===== config.mk =====
export PLATFORM = sky130hd
export DESIGN_NAME = input_conditioner
export DESIGN_NICKNAME = d
export VERILOG_FILES = /design/src/rtl/input_cond_pkg.sv /design/src/rtl/sync_ff.sv /design/src/rtl/input_conditioner.sv
export SDC_FILE = /design/constraint.sdc
export NUM_CORES = 1
export LEC_CHECK = 0
export CAP_MARGIN = 40
export CORE_AREA = 2 2 39 41
export DETAILED_ROUTE_END_ITERATION = 6
export DIE_AREA = 0 0 41 43
export GPL_ROUTABILITY_DRIVEN = 0
export GPL_TIMING_DRIVEN = 0
export PLACE_DENSITY = 0.44
export SYNTH_ARGS = -nofsm -noshare
export SYNTH_HDL_FRONTEND = slang
export SYNTH_SLANG_ARGS = --single-unit

===== constraint.sdc =====
create_clock -name clk -period 1 [get_ports clk]
set_input_delay 0.3 -clock clk [delete_from_list [all_inputs] [get_ports clk]]
set_output_delay 0.3 -clock clk [all_outputs]
set_load 0.01 [all_outputs]

===== src/rtl/input_cond_pkg.sv =====
// Shared constants for the input conditioner: FSM state encodings and parameter defaults.
// Latency: n/a (package only).
// Backpressure: n/a (package only).
package input_cond_pkg;

    // Debounce FSM state encodings. The IDLE states hold a committed level.
    // The CHK states count toward committing the opposite level.
    localparam logic [1:0] IDLE_LOW  = 2'b00;
    localparam logic [1:0] CHK_HIGH  = 2'b01;
    localparam logic [1:0] IDLE_HIGH = 2'b10;
    localparam logic [1:0] CHK_LOW   = 2'b11;

    // Default build parameters
    localparam int SYNC_STAGES_DEF     = 2;
    localparam int DEBOUNCE_CYCLES_DEF = 4;

endpackage


===== src/rtl/sync_ff.sv =====
// N-deep 1-bit flop chain that brings an asynchronous input into the clk domain.
// Latency: SYNC_STAGES cycles from input sample to q.
// Backpressure: none; the chain samples every cycle.
module sync_ff #(
    parameter int SYNC_STAGES = 2
) (
    input  logic clk,
    input  logic reset,
    input  logic d,
    output logic q
);

    logic [SYNC_STAGES-1:0] chain;

    // Shift the raw input through the chain; reset clears every stage.
    always_ff @(posedge clk or posedge reset) begin
        if (reset) begin
            chain <= '0;
        end else begin
            chain <= {chain[SYNC_STAGES-2:0], d};
        end
    end

    assign q = chain[SYNC_STAGES-1];

endmodule


===== src/rtl/input_conditioner.sv =====
// Synchronizes and debounces a bouncy button; emits a clean level plus one-cycle rise/fall pulses.
// Latency: SYNC_STAGES + DEBOUNCE_CYCLES - 1 edges after the first edge that samples the new level.
// Backpressure: none. fall_pulse exists only when INPUT_COND_FALL_PULSE_EN is defined; otherwise it is tied to 0.
module input_conditioner
    import input_cond_pkg::*;
#(
    parameter int SYNC_STAGES     = SYNC_STAGES_DEF,
    parameter int DEBOUNCE_CYCLES = DEBOUNCE_CYCLES_DEF
) (
    input  logic clk,
    input  logic reset,
    input  logic raw_in,
    output logic in_level,
    output logic rise_pulse,
    output logic fall_pulse
);

    localparam int CW = $clog2(DEBOUNCE_CYCLES);
    localparam logic [CW-1:0] CNT_MAX = CW'(DEBOUNCE_CYCLES - 1);
    localparam logic [CW-1:0] CNT_ONE = CW'(1);

    logic          s;
    logic [1:0]    state;
    logic [CW-1:0] cnt;
    logic          at_max;
    logic          commit_rise;

    sync_ff #(
        .SYNC_STAGES(SYNC_STAGES)
    ) u_sync (
        .clk   (clk),
        .reset (reset),
        .d     (raw_in),
        .q     (s)
    );

    // The count saturates at CNT_MAX, so the commit compare never needs to handle wrap.
    assign at_max      = (cnt == CNT_MAX);
    assign commit_rise = (state == CHK_HIGH) && s && at_max;

    // Debounce FSM. The counter counts consecutive samples that differ from the committed level.
    always_ff @(posedge clk or posedge reset) begin
        if (reset) begin
            state      <= IDLE_LOW;
            cnt        <= '0;
            in_level   <= 1'b0;
            rise_pulse <= 1'b0;
        end else begin
            rise_pulse <= commit_rise;
            case (state)
                IDLE_LOW: begin
                    if (s) begin
                        state <= CHK_HIGH;
                        cnt   <= CNT_ONE;
                    end
                end
                CHK_HIGH: begin
                    if (!s) begin
                        state <= IDLE_LOW;
                        cnt   <= '0;
                    end else if (at_max) begin
                        state    <= IDLE_HIGH;
                        cnt      <= '0;
                        in_level <= 1'b1;
                    end else begin
                        cnt <= cnt + CNT_ONE;
                    end
                end
                IDLE_HIGH: begin
                    if (!s) begin
                        state <= CHK_LOW;
                        cnt   <= CNT_ONE;
                    end
                end
                CHK_LOW: begin
                    if (s) begin
                        state <= IDLE_HIGH;
                        cnt   <= '0;
                    end else if (at_max) begin
                        state    <= IDLE_LOW;
                        cnt      <= '0;
                        in_level <= 1'b0;
                    end else begin
                        cnt <= cnt + CNT_ONE;
                    end
                end
                default: begin
                    state <= IDLE_LOW;
                    cnt   <= '0;
                end
            endcase
        end
    end

`ifdef INPUT_COND_FALL_PULSE_EN
    logic commit_fall;
    assign commit_fall = (state == CHK_LOW) && !s && at_max;

    // One-cycle pulse on each committed fall. It uses the same compare that clears in_level.
    always_ff @(posedge clk or posedge reset) begin
        if (reset) begin
            fall_pulse <= 1'b0;
        end else begin
            fall_pulse <= commit_fall;
        end
    end
`else
    assign fall_pulse = 1'b0;
`endif

endmodule


==> flow_summary.json <==
{
  "synth.distinct_cells": 14,
  "drcViolationCount": 0,
  "cts-buffers-inserted": 3,
  "critPathBufInv": 1,
  "place_ws_ps": -166,
  "timing.final.ws_setup_ps": -47.0,
  "power.total_mw": 1.06,
  "max_cap_viol_count": 0,
  "dr.pass1.iters": 1,
  "ys_warn_count": 0,
  "endpoint_kind": "output pin",
  "cp.required_ps": 700,
  "cts_tree": "done",
  "area_growth_pct": 31.6,
  "die_w_um": 41,
  "path_max_fanout": 2,
  "final_cell_mix": "8 x dfrtp_1, 3 x buf_4, 3 x clkbuf_4",
  "ctsLongestPathBuffers": 2,
  "antenna_cells": 0,
  "holdCritPathClass": "input port to async pin",
  "drt_iter0_markers": 0,
  "final_area_um2": 407,
  "clock_latency_ps": 240,
  "fin_cells": 52,
  "ir_drop_uv": 806,
  "setup_viol": 3,
  "critPathTopFamily": "flip-flops",
  "netlist_top_cells_area": "dfrtp_1 65%, o21ai_0 4.9%, ha_1 4.0%",
  "post_drt_via_cell_ratio": 3.88,
  "cp_slowest_cell": "dfrtp_1",
  "dr_total_vias": 202,
  "holdWs_ps": 295,
  "overflow": 0,
  "dpl.cell_count": 47,
  "grt_pass1_wl_um": 765,
  "dp_hpwl_um": 364,
  "path_clk_slew_ps": 50,
  "crit_type": "flop to output pin",
  "maxSlewViolCount": 0,
  "min_period_over_period": 1.05,
  "syn_avg_cell_area_um2": 11.4,
  "ys_seq_area_frac": 0.648,
  "num_rows": 14,
  "min_period_ps": 1050,
  "finalWirelength_um": 449,
  "yosys.area.top_type_share": 0.648,
  "critPathMaxStageDelay_ps": 370,
  "wl_per_cell_um": 8.63,
  "critPathLaunchType": "flop",
  "antenna_left": 0,
  "power.leakage_nw": 0.194,
  "layout_commonest_cell": "dfrtp_1",
  "synth_top_area_cell": "dfrtp_1",
  "violations": "negative setup slack",
  "nNetsFinal": 42,
  "syn_nets": 31,
  "finalHoldViolCount": 0,
  "fmax_ghz": 0.955,
  "synth_area_um2": 309,
  "grt_use_total": 0.0743,
  "core-area_um2": 1380,
  "grt_pass1_vias": 209,
  "cp_cell_sequence": "buf_2",
  "start_util": 0.223,
  "synthCells": 27,
  "numClockSinks": 8,
  "io_pins": 6,
  "drive_gt1_frac": 0.333,
  "tns_ps": -65.6,
  "htreeDepth": 1,
  "grt_start_max_net_pins": 9,
  "fin_util": 0.294,
  "die-area_um2": 1760,
  "grt_antenna_before_repair": 0,
  "status": "complete, but fails checks",
  "clockRootBuffer": "clkbuf_4",
  "crit_arrival_ps": 750,
  "dpl_cell_area_um2": 369,
  "skew_ps": 3.36,
  "synth-seq-cells": 8,
  "die_h_um": 43,
  "rsz0062_at_grt": "true",
  "power_density_nw_per_um2": 2610,
  "holdBufCountCts": 0,
  "port_buffers": 4
}
synthesized netlist by cell type:
cell and instances:
dfrtp_1 8, nand2_1 3, o21ai_0 3, inv_1 2, nand3_1 2, and2_2 1, buf_4 1, conb_1 1
ha_1 1, nand2b_1 1, nor2_1 1, o21a_1 1, o31ai_1 1, xor2_1 1
final timing paths:
path	from	endpoint	slack [ps]	cells past startpoint
min in group clk	u_sync.chain[0]	u_sync.chain[1]	350	0
worst max-delay path	in_level	in_level	-50	1
max in group asynchronous	reset	in_level	470	2
worst max register to register	cnt[0]	in_level	0	4
worst min-delay path	reset	cnt[0]	300	2
worst min register to register	u_sync.chain[0]	u_sync.chain[1]	350	0
cell type report:
type / instances / area, um2
clock buffers: 3 / 22.5
well taps: 16 / 20.0
inverters: 2 / 7.51
multi-input cells: 16 / 104
plain buffers: 1 / 7.51
flip-flops and latches: 8 / 200
repair buffers: 6 / 45.0
fillers: 144 / 977
report_power, final:
part           switching, mW  internal, mW  total (mW)  leakage [nW]
combinational          0.147         0.185       0.332        0.0825
clock                 0.0918         0.136       0.228        0.0138
sequential            0.0777         0.426       0.503        0.0981
logic make-up (layout without fill, tap and decap cells):
logic type,count (synthesis),in the layout,share of synthesized area
AO/OA/AOI/OAI,5,5,0.0972
adder cells (fa/ha/maj),1,1,0.0405
flip-flops,8,8,0.648
XOR/XNOR,1,1,0.0283
AND/OR/NAND/NOR,8,8,0.126
buffers and inverters,3,12,0.0486
other,1,1,0.0121
metal layers:
layer	part of all wire	global-route usage	wire length, um
met1	0.39	0.0640	175
met2	0.54	0.103	243
met3	0.042	0.0157	19
met4	0.022	0.120	10
met5	0	0	0
timing repair:
item / CTS / global route
gates resized for setup: 11 / 1
endpoints found under the setup margin: 3 / 6
buffers inserted: 1 / 1
cloned: 0 / 0
pin swaps: 1 / 1
Power figures use the tool's default switching activity.
